$ cat config.mk
export PLATFORM = sky130hd
export DESIGN_NAME = dynamixel_status_receiver
export DESIGN_NICKNAME = d
export VERILOG_FILES = /design/src/rtl/dynamixel_status_receiver.sv
export SDC_FILE = /design/constraint.sdc
export NUM_CORES = 1
export LEC_CHECK = 0
export ABC_AREA = 0
export CAP_MARGIN = 20
export CELL_PAD_IN_SITES_DETAIL_PLACEMENT = 1
export CELL_PAD_IN_SITES_GLOBAL_PLACEMENT = 1
export CORE_AREA = 2 2 129 225
export CTS_CLUSTER_DIAMETER = 30
export DETAILED_ROUTE_END_ITERATION = 8
export DIE_AREA = 0 0 131 227
export PLACE_DENSITY_LB_ADDON = 0.1
export SLEW_MARGIN = 20
export SYNTH_ARGS = -nofsm -noshare
export SYNTH_HDL_FRONTEND = slang
export SYNTH_SLANG_ARGS = --single-unit
$ cat constraint.sdc
create_clock -name clock -period 9.9 [get_ports clock]
set_clock_uncertainty 0.2 [all_clocks]
set_input_delay 0.99 -clock clock [delete_from_list [all_inputs] [get_ports clock]]
set_output_delay 0.99 -clock clock [all_outputs]
set_load 0.05 [all_outputs]
$ cat src/rtl/dynamixel_status_receiver.sv
// Dynamixel Protocol 2.0 status packet receiver.
// An 8N1 UART sampler delivers bytes to a parser that walks the packet
// header, ID, length, instruction (0x55), error, parameters and CRC-16,
// destuffs parameter bytes and reports good packets, CRC mismatches and
// framing problems as one-cycle strobes.
//
// Strobe semantics: status_valid, crc_error and frame_error are single-cycle
// pulses with no ready/backpressure; the consumer must sample them every
// cycle. The status_* fields are stable from a status_valid pulse until the
// next one (or reset).
module dynamixel_status_receiver #(
  parameter int clocks_per_bit = 3,
  parameter int max_length     = 64,
  parameter int timeout_bits   = 40
) (
  input  logic        clock,
  input  logic        reset,
  input  logic        rx,
  output logic        status_valid,
  output logic [7:0]  status_id,
  output logic [7:0]  status_error,
  output logic [15:0] status_param_len,
  output logic [31:0] status_data,
  output logic        crc_error,
  output logic        frame_error,
  output logic        busy
);

  localparam logic [15:0] CPB_M1     = 16'(clocks_per_bit - 1);
  localparam logic [15:0] HALF_M1    = 16'(clocks_per_bit / 2 - 1);
  localparam logic [31:0] TIMEOUT_M1 = 32'(timeout_bits * clocks_per_bit - 1);
  localparam logic [15:0] MAX_LEN    = 16'(max_length);

  typedef enum logic [2:0] {
    U_IDLE, U_START, U_DATA, U_STOP, U_WAIT
  } uart_state_t;

  typedef enum logic [3:0] {
    P_HDR1, P_HDR2, P_HDR3, P_RSV, P_ID, P_LEN_L, P_LEN_H,
    P_INST, P_ERR, P_PARAM, P_CRC_L, P_CRC_H
  } parser_state_t;

  // One byte of CRC-16/0x8005, MSB first, no reflection.
  function automatic logic [15:0] crc_byte(input logic [15:0] c, input logic [7:0] d);
    logic [15:0] r;
    r = c ^ {d, 8'h00};
    for (int i = 0; i < 8; i++) begin
      r = r[15] ? ((r << 1) ^ 16'h8005) : (r << 1);
    end
    return r;
  endfunction

  // ---------------- UART sampler ----------------
  uart_state_t u_state, u_state_n;
  logic [15:0] u_cnt, u_cnt_n;
  logic [2:0]  u_bit, u_bit_n;
  logic [7:0]  u_shift, u_shift_n;
  logic        rx_meta, rx_s, rx_d;
  logic        byte_valid, byte_valid_n;
  logic        stop_err, stop_err_n;
  logic [7:0]  byte_data;

  assign byte_data = u_shift;

  // Two-flop synchronizer plus one delayed copy for falling-edge detection.
  always_ff @(posedge clock or posedge reset) begin
    if (reset) begin
      rx_meta <= 1'b1;
      rx_s    <= 1'b1;
      rx_d    <= 1'b1;
    end else begin
      rx_meta <= rx;
      rx_s    <= rx_meta;
      rx_d    <= rx_s;
    end
  end

  // UART state and datapath registers.
  always_ff @(posedge clock or posedge reset) begin
    if (reset) begin
      u_state    <= U_IDLE;
      u_cnt      <= 16'd0;
      u_bit      <= 3'd0;
      u_shift    <= 8'd0;
      byte_valid <= 1'b0;
      stop_err   <= 1'b0;
    end else begin
      u_state    <= u_state_n;
      u_cnt      <= u_cnt_n;
      u_bit      <= u_bit_n;
      u_shift    <= u_shift_n;
      byte_valid <= byte_valid_n;
      stop_err   <= stop_err_n;
    end
  end

  // UART next state: mid-start recheck, 8 data bits LSB first, stop check.
  always_comb begin
    u_state_n    = u_state;
    u_cnt_n      = u_cnt + 16'd1;
    u_bit_n      = u_bit;
    u_shift_n    = u_shift;
    byte_valid_n = 1'b0;
    stop_err_n   = 1'b0;
    case (u_state)
      U_IDLE: begin
        u_cnt_n = 16'd0;
        if (rx_d && !rx_s) u_state_n = U_START;
      end
      U_START: begin
        if (u_cnt == HALF_M1) begin
          u_cnt_n   = 16'd0;
          u_bit_n   = 3'd0;
          u_state_n = rx_s ? U_IDLE : U_DATA;
        end
      end
      U_DATA: begin
        if (u_cnt == CPB_M1) begin
          u_cnt_n   = 16'd0;
          u_shift_n = {rx_s, u_shift[7:1]};
          u_bit_n   = u_bit + 3'd1;
          if (u_bit == 3'd7) u_state_n = U_STOP;
        end
      end
      U_STOP: begin
        if (u_cnt == CPB_M1) begin
          u_cnt_n = 16'd0;
          if (rx_s) begin
            byte_valid_n = 1'b1;
            u_state_n    = U_IDLE;
          end else begin
            stop_err_n = 1'b1;
            u_state_n  = U_WAIT;
          end
        end
      end
      U_WAIT: begin
        u_cnt_n = 16'd0;
        if (rx_s) u_state_n = U_IDLE;
      end
      default: u_state_n = U_IDLE;
    endcase
  end

  // ---------------- Packet parser ----------------
  parser_state_t p_state, p_state_n;
  logic [31:0] to_cnt;
  logic        timeout_hit;
  logic [7:0]  len_l, id_l, err_l, crc_lo;
  logic [15:0] len, remain, plen_l, crc;
  logic [15:0] len_full;
  logic [31:0] data_l;
  logic [23:0] hist;
  logic        is_stuff;
  logic        good_n, crcbad_n, frame_n;

  assign len_full    = {byte_data, len_l};
  assign timeout_hit = (p_state != P_HDR1) && (to_cnt == TIMEOUT_M1);
  assign is_stuff    = (hist == 24'hFFFFFD) && (byte_data == 8'hFD);
  assign busy        = (p_state >= P_ID);

  // Parser state register.
  always_ff @(posedge clock or posedge reset) begin
    if (reset) p_state <= P_HDR1;
    else       p_state <= p_state_n;
  end

  // Parser next state and completion/error decisions.
  always_comb begin
    p_state_n = p_state;
    good_n    = 1'b0;
    crcbad_n  = 1'b0;
    frame_n   = 1'b0;
    if (stop_err) begin
      if (p_state != P_HDR1) frame_n = 1'b1;
      p_state_n = P_HDR1;
    end else if (timeout_hit) begin
      frame_n   = 1'b1;
      p_state_n = P_HDR1;
    end else if (byte_valid) begin
      case (p_state)
        P_HDR1:  if (byte_data == 8'hFF) p_state_n = P_HDR2;
        P_HDR2:  p_state_n = (byte_data == 8'hFF) ? P_HDR3 : P_HDR1;
        P_HDR3: begin
          if (byte_data == 8'hFD)      p_state_n = P_RSV;
          else if (byte_data != 8'hFF) p_state_n = P_HDR1;
        end
        P_RSV:   p_state_n = (byte_data == 8'h00) ? P_ID : P_HDR1;
        P_ID:    p_state_n = P_LEN_L;
        P_LEN_L: p_state_n = P_LEN_H;
        P_LEN_H: begin
          if (len_full < 16'd4 || len_full > MAX_LEN) begin
            frame_n   = 1'b1;
            p_state_n = P_HDR1;
          end else begin
            p_state_n = P_INST;
          end
        end
        // Anything but 0x55 is our own instruction echoing back.
        P_INST:  p_state_n = (byte_data == 8'h55) ? P_ERR : P_HDR1;
        P_ERR:   p_state_n = (len > 16'd4) ? P_PARAM : P_CRC_L;
        P_PARAM: if (remain == 16'd1) p_state_n = P_CRC_L;
        P_CRC_L: p_state_n = P_CRC_H;
        P_CRC_H: begin
          if ({byte_data, crc_lo} == crc) good_n = 1'b1;
          else                            crcbad_n = 1'b1;
          p_state_n = P_HDR1;
        end
        default: p_state_n = P_HDR1;
      endcase
    end
  end

  // Inter-byte gap counter, only running inside a packet.
  always_ff @(posedge clock or posedge reset) begin
    if (reset)                              to_cnt <= 32'd0;
    else if (p_state == P_HDR1 || byte_valid) to_cnt <= 32'd0;
    else                                    to_cnt <= to_cnt + 32'd1;
  end

  // Field capture, CRC accumulation and parameter destuffing.
  always_ff @(posedge clock or posedge reset) begin
    if (reset) begin
      len_l  <= 8'd0;
      len    <= 16'd0;
      id_l   <= 8'd0;
      err_l  <= 8'd0;
      crc_lo <= 8'd0;
      crc    <= 16'd0;
      remain <= 16'd0;
      plen_l <= 16'd0;
      data_l <= 32'd0;
      hist   <= 24'd0;
    end else if (byte_valid) begin
      case (p_state)
        P_HDR1: if (byte_data == 8'hFF) crc <= crc_byte(16'h0000, 8'hFF);
        // Extra FF in HDR3: the header really starts at the last two FFs.
        P_HDR3: crc <= (byte_data == 8'hFF) ? crc_byte(crc_byte(16'h0000, 8'hFF), 8'hFF)
                                            : crc_byte(crc, byte_data);
        P_ID: begin
          id_l <= byte_data;
          crc  <= crc_byte(crc, byte_data);
        end
        P_LEN_L: begin
          len_l <= byte_data;
          crc   <= crc_byte(crc, byte_data);
        end
        P_LEN_H: begin
          len <= len_full;
          crc <= crc_byte(crc, byte_data);
        end
        P_ERR: begin
          err_l  <= byte_data;
          remain <= len - 16'd4;
          plen_l <= 16'd0;
          data_l <= 32'd0;
          hist   <= 24'd0;
          crc    <= crc_byte(crc, byte_data);
        end
        P_PARAM: begin
          remain <= remain - 16'd1;
          hist   <= {hist[15:0], byte_data};
          crc    <= crc_byte(crc, byte_data);
          if (!is_stuff) begin
            plen_l <= plen_l + 16'd1;
            if (plen_l < 16'd4) data_l[{plen_l[1:0], 3'b000} +: 8] <= byte_data;
          end
        end
        P_CRC_L: crc_lo <= byte_data;
        P_CRC_H: crc_lo <= crc_lo;
        default: crc <= crc_byte(crc, byte_data);
      endcase
    end
  end

  // Output strobes and result registers.
  always_ff @(posedge clock or posedge reset) begin
    if (reset) begin
      status_valid     <= 1'b0;
      crc_error        <= 1'b0;
      frame_error      <= 1'b0;
      status_id        <= 8'd0;
      status_error     <= 8'd0;
      status_param_len <= 16'd0;
      status_data      <= 32'd0;
    end else begin
      status_valid <= good_n;
      crc_error    <= crcbad_n;
      frame_error  <= frame_n;
      if (good_n) begin
        status_id        <= id_l;
        status_error     <= err_l;
        status_param_len <= plen_l;
        status_data      <= data_l;
      end
    end
  end

endmodule

### Yosys cells after proc, flatten, opt, wreduce, memory -nomap -nowiden

Cells that the tools add are included.

| storage, ports and cells | value |
|---|---|
| output and inout bits | 68 |
| logic and storage cells | 189 |
| bits of input ports | 3 |
| flip-flop bits (word level) | 290 |

| operators by class | value |
|---|---|
| add/sub/neg operators | 7 |
| bitwise gates (word level) | 10 |
| multiplexer cells | 70 |
| magnitude comparators | 5 |
| shift-type cells | 2 |
| reductions and logical operators | 30 |
| equality and inequality tests | 37 |

Operators with widths:

| operator | count |
|---|---|
| $mux W16 | 13 |
| $mux W32 | 3 |
| $pmux W16 S3 | 2 |
| $pmux W16 S2 | 2 |
| $pmux W32 S2 | 1 |
| $pmux W24 S2 | 1 |
| $pmux W4 S11 | 1 |
| $mux W3 | 11 |
| $add A16 B1 Y16 const B | 2 |
| $add A32 B1 Y32 const B | 1 |
| $bwmux W32 | 1 |
| $eq A32 B7 Y1 const B | 1 |
| $lt A16 B3 Y1 const B | 2 |
| $mux W4 | 8 |
| $shift A8 B7 Y32 const A | 1 |
| $shiftx A8 B7 Y32 | 1 |
| $eq A24 B24 Y1 const B | 1 |
| $not A3 Y3 | 8 |
| $mux W1 | 22 |
| $ne A2 B2 Y1 const B | 9 |
| $eq A16 B1 Y1 const B | 1 |
| $eq A16 B16 Y1 | 1 |
| $eq A16 B2 Y1 const B | 1 |
| $eq A4 B3 Y1 const B | 4 |
| other kinds (38) | 63 |

### Logic depth before layout (Yosys ltp)

Gate-level depths: netlist (run 1).

| depth | value |
|---|---|
| depth after elaboration | 19 |
| mapped depth | 10 |
| gate-level depth less buffers | 8 |

### Worst setup path after synthesis (run 1)

OpenSTA, ideal clock, no wires.

| timing | value |
|---|---|
| path type | reg-to-reg |
| start point | reg u_shift[5], in the netlist byte_data[5] |
| end point | reg status_param_len[0] |
| arrival time | 2.255 ns |
| library setup time | 0.128 ns |
| stages on the path, launching flop included | 10 |
| setup slack | 7.317 ns |
| path buffers | 2 |
| period minus slack after synthesis | 2.583 ns |
| required time | 9.572 ns |
| cell sequence | dfrtp_1 > buf_2 > xnor2_1 > ha_1 > nand4_1 > nor3_1 > nand3_1 > nor3_4 > buf_6 > mux2_1 |

| between the ends | value |
|---|---|
| word-level cells in the longest chain between the ends | 6 |

RTL lines:

| item | RTL line | RTL |
|---|---|---|
| start, declared | 57 | `logic [7:0] u_shift, u_shift_n;` |
| start signal, assigned | 91 | `u_shift <= u_shift_n;` |
| $eq A16 B16 Y1 | 205 | `if ({byte_data, crc_lo} == crc) good_n = 1'b1;` |
| $mux W1 | 205 |  |
| $mux W1 | 181 | `case (p_state)` |
| $mux W1 | 180 | `end else if (byte_valid) begin` |
| $mux W1 | 177 | `end else if (timeout_hit) begin` |
| $mux W1 | 174 | `if (stop_err) begin` |
| end signal, assigned | 293 | `status_param_len <= plen_l;` |
| end, declared | 22 | `output logic [15:0] status_param_len,` |

Every way passes these cells.
A chain may end at the register's enable or synchronous reset.

### Final worst setup path (run 1)

| timing | value |
|---|---|
| start point | reg p_state[2] |
| end point | out busy |

| between the ends | value |
|---|---|
| word-level cells in the longest chain between the ends | 1 |

RTL lines:

| item | RTL line | RTL |
|---|---|---|
| start, declared | 146 | `parser_state_t p_state, p_state_n;` |
| start signal, assigned | 165 | `else p_state <= p_state_n;` |
| $ge A4 B3 Y1 | 160 | `assign busy = (p_state >= P_ID);` |
| end, declared | 26 | `output logic busy` |

Every way passes these cells.

==> results of run 1 <==
-- kinds of logic after synthesis --
logic type               after synthesis  share of synthesized area, %
buffers and inverters                 97                          3.45
AO/OA/AOI/OAI                        204                          9.65
AND/OR/NAND/NOR                      442                          16.1
flip-flops                           290                          54.7
XOR/XNOR                              91                          6.27
multiplexers                          97                          8.20
adder cells (fa/ha/maj)               17                          1.60
-- worst paths after layout --
path | start | to | slack [ns] | cells past startpoint
setup / recovery | p_state[2] | busy | 6.53 | 3
hold / removal | rx_meta | rx_s | 0.15 | 0
setup reg to reg | byte_data[5] | status_id[4] | 6.57 | 8
hold reg to reg | rx_meta | rx_s | 0.15 | 0
max in group asynchronous | reset | remain[9] | 7.32 | 3
min in group asynchronous | reset | u_cnt[14] | 0.77 | 2
-- power by group --
group	switching (W)	internal (W)
logic	0.000136	0.0000788
registers	0.0000405	0.00120
clock network	0.000575	0.000959
-- layer usage --
metal  GRT usage (%)  part of all wire, %  vias up
met5               0                    0        -
met4            8.89                  3.1        0
met3            3.24                  2.6       67
met2            46.1                   57      131
met1            25.9                   37     4920
li1                -                    -     4450
-- per-stage QoR --
step | setup slack, ns | hold WS (ns)
5_1_grt | 6.26 | 0.147
4_1_cts | 6.50 | 0.150
3_5_place_dp | 6.49 | 0.148
3_3_place_gp | 6.57 | 0.146
6_report | 6.53 | 0.146
2_1_floorplan | 0.709 | 0.145
-- worst register-to-register path: stages (launching register included) --
cell and delay, ns:
dfrtp_1 0.56, xnor2_1 0.43, ha_1 0.22, nand4_1 0.09, nor3_1 0.26, nand3_1 0.17
nor3_4 0.13, buf_4 0.67, mux2_1 0.50
-- registers in the layout (all words and copies together), names as in the netlist, 16 cells and up --
signal            count
status_data          32
hist                 24
plen_l               16
crc                  16
remain               16
data_l               32
status_param_len     16
to_cnt               32
u_cnt                16
len                  16
-- final cells by class --
cell class,count,area (µm²)
fillers,2960,12200
flip-flops and latches,290,7260
multi-input cells,851,5570
clock buffers,46,1080
repair buffers,78,773
well taps,373,467
clock inverters,28,358
inverters,36,143
-- synthesized netlist by cell type, types with 29 or more instances --
library cell | count | share of area [%]
dfrtp_1 | 287 | 54
nand2_1 | 148 | 4.2
nor2_1 | 109 | 3.1
o21ai_0 | 76 | 2.9
mux2_1 | 60 | 5.1
xor2_1 | 52 | 3.4
nand3_1 | 46 | 1.7
a21oi_1 | 38 | 1.4
xnor2_1 | 36 | 2.4
clkbuf_1 | 34 | 0.96
inv_1 | 34 | 0.96
mux2_2 | 34 | 2.9
nand4_1 | 29 | 1.4
==> impl_metrics.tcl, run 1 <==
set metrics [dict create \
    status "finished clean" \
    grt_max_degree 164 \
    drt-total-wl_um 34000 \
    dp_hpwl_um 23000 \
    die-area_um2 29700 \
    dpl_cell_area_um2 14200 \
    ys_warn_count 0 \
    layout-drive-gt1-share_pct 10.5 \
    syn_area_per_cell_um2 10.7 \
    cts_setup_buffers 0 \
    cp.required_ns 8.71 \
    die_w_um 131 \
    drtIter0Drc 368 \
    cts_tree "yes" \
    drcViolationCount 0 \
    final_max_slew_viol_count 0 \
    cts_max_level 2 \
    yosysSeqAreaShare_pct 54.7 \
    fmax_ghz 0.297 \
    antenna_found_initial 0 \
    fin_crit_ns 3.37 \
    finalInstanceArea_um2 15700 \
    insertion_delay_ns 0.54 \
    setup_tns_ns 0 \
    via_count 9568 \
    maxSlewHeadroom_pct 34.6 \
    nets 1318 \
    cts_max_path_buffers 3 \
    crit_path_end_kind "primary output" \
    area_growth_syn_to_layout_pct 18.0 \
    critPathKind "reg2out" \
    die_h_um 227 \
    final_common_cell "dfrtp_1" \
    cts_buffers 41 \
    synth_flop_cell "dfrtp_1" \
    clk_pin_slew_ns 0.06 \
    grt_pass1_wl_um 55400 \
    dp.cells 1628 \
    syn_area_um2 13300 \
    rsz0062_at_grt "false" \
    drv_cap 0 \
    power_density_nw_per_um2 191 \
    tightest_slew_ns 0.972 \
    startpoint_type "register" \
    final_cells 1702 \
    cts.sinks 290 \
    wire_per_inst_um 20.0 \
    critPathBufInv 2 \
    ir_worst_vdd_mv 0.282 \
    final_core_util_pct 56.2 \
    ctsHoldBuffers 0 \
    io_buffers 70 \
    slowest_delay_ns 0.85 \
    initial_core_util_pct 47.6 \
    n_antenna_cell 0 \
    core.rowCount 81 \
    crit_arrival_ns 2.18 \
    cts_root_buffer "clkbuf_16" \
    grt_use_total_pct 23.9 \
    grt_pass1_vias 10371 \
    crit_chain "nor2_4 -> inv_2 -> clkdlybuf4s50_1" \
    drtPass1Iterations 4 \
    synth_nets 1258 \
    grt.overflow.total 0 \
    p_leak_nw 7.10 \
    layout_common_cells "dfrtp_1, nand2_1, nor2_1" \
    vias_per_cell 5.62 \
    crit_family "buffers and inverters" \
    setup_viol 0 \
    period_share_pct 34.0 \
    hold_viol_final 0 \
    power_w 0.00299 \
    synthArstFlopShare_pct 100 \
    place.gp.congestion 0.801 \
    cts_resized 0 \
    num_io_pins 71 \
    slowest_stage "clkdlybuf4s50_1" \
    ys_seq_elements 290 \
    synth_edf_count 0 \
    syn_inst 1238 \
    postRouteAntennaNets 0 \
    cp_max_fo 9 \
    hold_path_class "reg2reg" \
    yosysUniqueCellTypes 65 \
    coreArea_um2 27900 \
]
(Power assumes the default switching activity.)
==> run 2: changes to the inputs <==
Settings changed: CORE_AREA 2 2 129 225 to 2 2 136 238, DIE_AREA 0 0 131 227 to 0 0 138 240.
Clock period 9.9 ns to 3.08 ns, I/O delays scaled along.
==> run 2 against run 1 <==
- hold slack better by 0.0065 ns
- total power rose to 3.4 times the previous value
- flip-flop and latch count unchanged
- utilization down 4.7 points
- global-route usage down 2.3 points
- first-iteration DRC count down 8.2%
- critical endpoint is now status_param_len[0]
==> impl_metrics.tcl, run 2 (same netlist as run 1, synthesis figures left out) <==
set metrics [dict create \
    status "finished clean" \
    hold_viol_final 0 \
    setup_viol 0 \
    nets 1350 \
    crit_chain "xnor2_1 -> ha_1 -> nand4_1 -> nor3_1 -> nand3_1 -> nor3_4 -> buf_12 -> mux2_1" \
    postRouteAntennaNets 0 \
    period_share_pct 90.1 \
    crit_arrival_ns 2.99 \
    fmax_ghz 0.360 \
    dp_hpwl_um 24200 \
    final_cells 1762 \
    via_count 9659 \
    place.gp.congestion 0.797 \
    tightest_slew_ns 1.09 \
    slowest_delay_ns 0.48 \
    grt_use_total_pct 21.6 \
    antenna_found_initial 0 \
    cts_max_level 2 \
    core.rowCount 86 \
    cts_max_path_buffers 3 \
    fin_crit_ns 2.77 \
    num_io_pins 71 \
    clk_pin_slew_ns 0.05 \
    io_buffers 70 \
    ctsHoldBuffers 2 \
    drv_cap 0 \
    maxSlewHeadroom_pct 26.8 \
    cts_buffers 45 \
    drtPass1Iterations 4 \
    drtIter0Drc 338 \
    crit_family "simple AND/OR/NAND/NOR gates" \
    n_antenna_cell 0 \
    grt.overflow.total 0 \
    slowest_stage "dfrtp_1" \
    grt_max_degree 90 \
    final_common_cell "dfrtp_1" \
    grt_pass1_wl_um 57500 \
    critPathBufInv 1 \
    startpoint_type "register" \
    final_max_slew_viol_count 0 \
    insertion_delay_ns 0.55 \
    cp.required_ns 3.30 \
    initial_core_util_pct 42.5 \
    grt_pass1_vias 10349 \
    cts_root_buffer "clkbuf_16" \
    crit_path_end_kind "register" \
    rsz0062_at_grt "false" \
    drcViolationCount 0 \
    layout_common_cells "dfrtp_1, nand2_1, nor2_1" \
    ir_worst_vdd_mv 0.428 \
    filler_cell_count 3345 \
    cts_setup_buffers 0 \
    dpl_cell_area_um2 14500 \
    coreArea_um2 31200 \
    r2r_slack_ns 0.31 \
    reg_top3 "data_l: 32 flops, status_data: 32 flops, to_cnt: 32 flops" \
    p_leak_nw 7.31 \
    wire_per_inst_um 19.9 \
    die_w_um 138 \
    cts_resized 0 \
    die_h_um 240 \
    layout-drive-gt1-share_pct 12.3 \
    final_core_util_pct 51.4 \
    cts.sinks 290 \
    cts_tree "yes" \
    hold_path_class "reg2reg" \
    cp_max_fo 64 \
    critPathKind "reg2reg" \
    vias_per_cell 5.48 \
    drt-total-wl_um 35100 \
    dp.cells 1677 \
    finalInstanceArea_um2 16100 \
    power_density_nw_per_um2 625 \
    area_growth_syn_to_layout_pct 21.0 \
    die-area_um2 33100 \
]
run 2: cell count changes in the layout (fill, tap and decap cells not counted), moves of 3 or more:
cell,delta
buf_4,+24
clkbuf_1,+5
clkbuf_16,+6
clkinv_2,+4
inv_8,-3
run 2: area by class of cell:
cell class	instances	area, µm²	area share [%]
Multi-Input combinational cell	851	5570	34.7
Timing Repair Buffer	106	1010	6.31
Clock inverter	25	313	1.95
Clock buffer	58	1270	7.89
Inverter	36	139	0.865
Tap cell	396	495	3.09
Sequential cell	290	7260	45.2
run 2: per-stage QoR:
| step | power, W | hold WS, ns | setup TNS [ns] | setup slack (ns) |
|---|---|---|---|---|
| finish | 0.0100 | 0.152 | 0 | 0.305 |
| global route | 0.0104 | 0.157 | 0 | 0.0563 |
| CTS | 0.0102 | 0.156 | 0 | 0.301 |
| detailed placement | 0.00484 | 0.147 | 0 | 0.327 |
| global placement | 0.00482 | 0.146 | 0 | 0.393 |
| floorplan | 0.00457 | 0.112 | -366.01 | -1.27 |
run 2: worst paths after layout:
kind	cells after the start	endpoint	from
setup / recovery	8	status_param_len[0]	byte_data[2]
hold / removal	0	rx_s	rx_meta
setup reg to reg	8	status_param_len[0]	byte_data[2]
hold reg to reg	0	rx_s	rx_meta
max in group asynchronous	4	remain[0]	reset
min in group asynchronous	3	data_l[20]	reset
run 2: power by group:
part           switching, W  internal [W]  total, W
clock network       0.00186       0.00342   0.00528
registers         0.0000803       0.00388   0.00396
logic              0.000510      0.000294  0.000804
run 2: metal layers:
layer	wire length (µm)	vias up	track usage [%]
li1	-	4531	-
met1	13500	4925	24.2
met2	19800	135	41.9
met3	789	68	2.69
met4	996	0	7.30
met5	0	-	0
==> run 3: changes to the inputs <==
Settings changed: CORE_AREA 2 2 136 238 to 2 2 124 217, CTS_CLUSTER_DIAMETER 30 to unset, DIE_AREA 0 0 138 240 to 0 0 126 219.
Clock period 3.08 ns to 3.5 ns, I/O delays scaled along.
==> run 3 against run 2 <==
- combinational power down 17%
- hold slack better by 0.0032 ns
- via count down 1.3%
- worst setup slack better by 0.28 ns
- largest power group is now registers
- cell area down 5.4%
- flip-flop and latch count unchanged
- utilization up 7.5 points
- routed wire length down 4.4%
- clock power down 44%
==> impl_metrics.tcl, run 3 (same netlist as run 1, synthesis figures left out) <==
set metrics [dict create \
    startpoint_type "register" \
    period_share_pct 83.4 \
    cts_max_level 1 \
    wire_per_inst_um 20.4 \
    fin_crit_ns 2.92 \
    layout-drive-gt1-share_pct 9.32 \
    die-area_um2 27600 \
    p_switching_w 0.00180 \
    hold_start "rx_meta" \
    critPathBufInv 1 \
    grt_pass1_vias 10335 \
    io_buffers 70 \
    status "finished clean" \
    num_io_pins 71 \
    final_core_util_pct 58.9 \
    fmax_ghz 0.343 \
    filler_cell_count 2773 \
    cts.sinks 290 \
    insertion_delay_ns 0.55 \
    layout_common_cells "dfrtp_1, nand2_1, nor2_1" \
    vias_per_cell 5.82 \
    hold_viol_final 0 \
    setup_viol 0 \
    die_w_um 126 \
    core.rowCount 78 \
    drt-total-wl_um 33500 \
    min_path_cells 0 \
    drtIter0Drc 476 \
    slowest_stage "dfrtp_1" \
    slowest_delay_ns 0.54 \
    crit_path_end_kind "register" \
    p_clk_share_pct 41.4 \
    coreArea_um2 25800 \
    final_common_cell "dfrtp_1" \
    cts_resized 0 \
    cts_max_path_buffers 3 \
    drcViolationCount 0 \
    ir_worst_vdd_mv 0.598 \
    crit_chain "xnor2_1 -> ha_1 -> nand4_1 -> nor3_1 -> nand3_1 -> nor3_4 -> buf_12 -> mux2_2" \
    reg2regPathDepth 8 \
    crit_arrival_ns 3.15 \
    worst_r2r_startpoint "byte_data[2]" \
    area_growth_syn_to_layout_pct 14.4 \
    tightest_slew_ns 0.994 \
    power_w 0.00709 \
    nets 1320 \
    p_leak_nw 6.92 \
    initial_core_util_pct 51.5 \
    rsz0062_at_grt "false" \
    cts_root_buffer "clkbuf_16" \
    combPwrFrac_pct 9.4 \
    drv_cap 0 \
    grt.overflow.total 0 \
    swShare_pct 25.4 \
    critPathKind "reg2reg" \
    place.gp.congestion 0.859 \
    crit_family "simple AND/OR/NAND/NOR gates" \
    cell_internal_pwr_w 0.00529 \
    cp.required_ns 3.73 \
    reg_top3 "data_l: 32 flops, status_data: 32 flops, to_cnt: 32 flops" \
    p_seq_share_pct 49.2 \
    postRouteAntennaNets 0 \
    maxSlewHeadroom_pct 33.3 \
    cp_max_fo 64 \
    power_density_nw_per_um2 467 \
    n_antenna_cell 0 \
    cts_buffers 28 \
    antenna_found_initial 0 \
    die_h_um 219 \
    hold_path_class "reg2reg" \
    via_count 9538 \
    cts_tree "yes" \
    dp_hpwl_um 23400 \
    grt_max_degree 126 \
    cp.depth 8 \
    grt_pass1_wl_um 54900 \
    grt_use_total_pct 24.8 \
    clk_pin_slew_ns 0.06 \
    cp-startpoint "byte_data[2]" \
    final_max_slew_viol_count 0 \
    drtPass1Iterations 4 \
]
==> run 3: cell count changes in the layout (fill, tap and decap cells not counted), sizes merged <==
cell / delta
clkinv: -5
inv: -3
clkbuf: -15
clkinvlp: -4
buf: -13
bufinv: -6
==> run 3: power by group through the flow <==
| stage | registers, W | clock network (W) | logic (W) |
|---|---|---|---|
| 5_1_grt | 0.00349 | 0.00313 | 0.000735 |
| 3_5_place_dp | 0.00355 | 0 | 0.000674 |
| 3_3_place_gp | 0.00354 | 0 | 0.000654 |
| 4_1_cts | 0.00348 | 0.00301 | 0.000682 |
| 6_report | 0.00348 | 0.00294 | 0.000666 |
| 2_1_floorplan | 0.00350 | 0 | 0.000515 |
==> run 3: routing by layer <==
layer / wire [µm] / track usage, % / vias to the layer above
li1: - / - / 4438
met1: 12500 / 27.3 / 4873
met2: 18600 / 47.6 / 156
met3: 926 / 2.71 / 71
met4: 1460 / 10.8 / 0
met5: 0 / 0 / -
==> run 3: stage by stage <==
step                      setup slack, ns  setup TNS (ns)  area [µm²]  hold slack [ns]  cells
final                               0.581               0       15200            0.156   1640
after floorplan                    -0.895         -256.79       13300            0.145   1238
after CTS                           0.564               0       15200            0.159   1640
after global placement              0.655               0       14300            0.148   1588
after global routing                0.392               0       15200            0.164   1640
after detailed placement            0.625               0       14300            0.150   1588
==> run 3: path summary, 6_finish.rpt <==
check                      slack, ns              end
max in group asynchronous       1.64        to_cnt[9]
min                             0.16             rx_s
max                             0.58  status_error[7]
min reg2reg                     0.16             rx_s
max reg2reg                     0.58  status_error[7]
min in group asynchronous       0.44  status_data[21]
==> run 3: final cells by class <==
type	instances	area [µm²]	share of cell area (%)
multi-input combinational	851	5570	36.7
sequential	290	7260	47.8
timing repair buffer	93	916	6.03
clock inverter	7	55.1	0.363
tap	320	400	2.64
inverter	36	139	0.915
clock buffer	43	837	5.51
==> run 3: what timing repair did <==
| item | CTS | global route |
|---|---|---|
| endpoints found under the hold margin | 7 | 0 |
| buffers inserted | 0 | 0 |
| setup endpoints to repair | 0 | 0 |
| hold buffers | 2 | 0 |
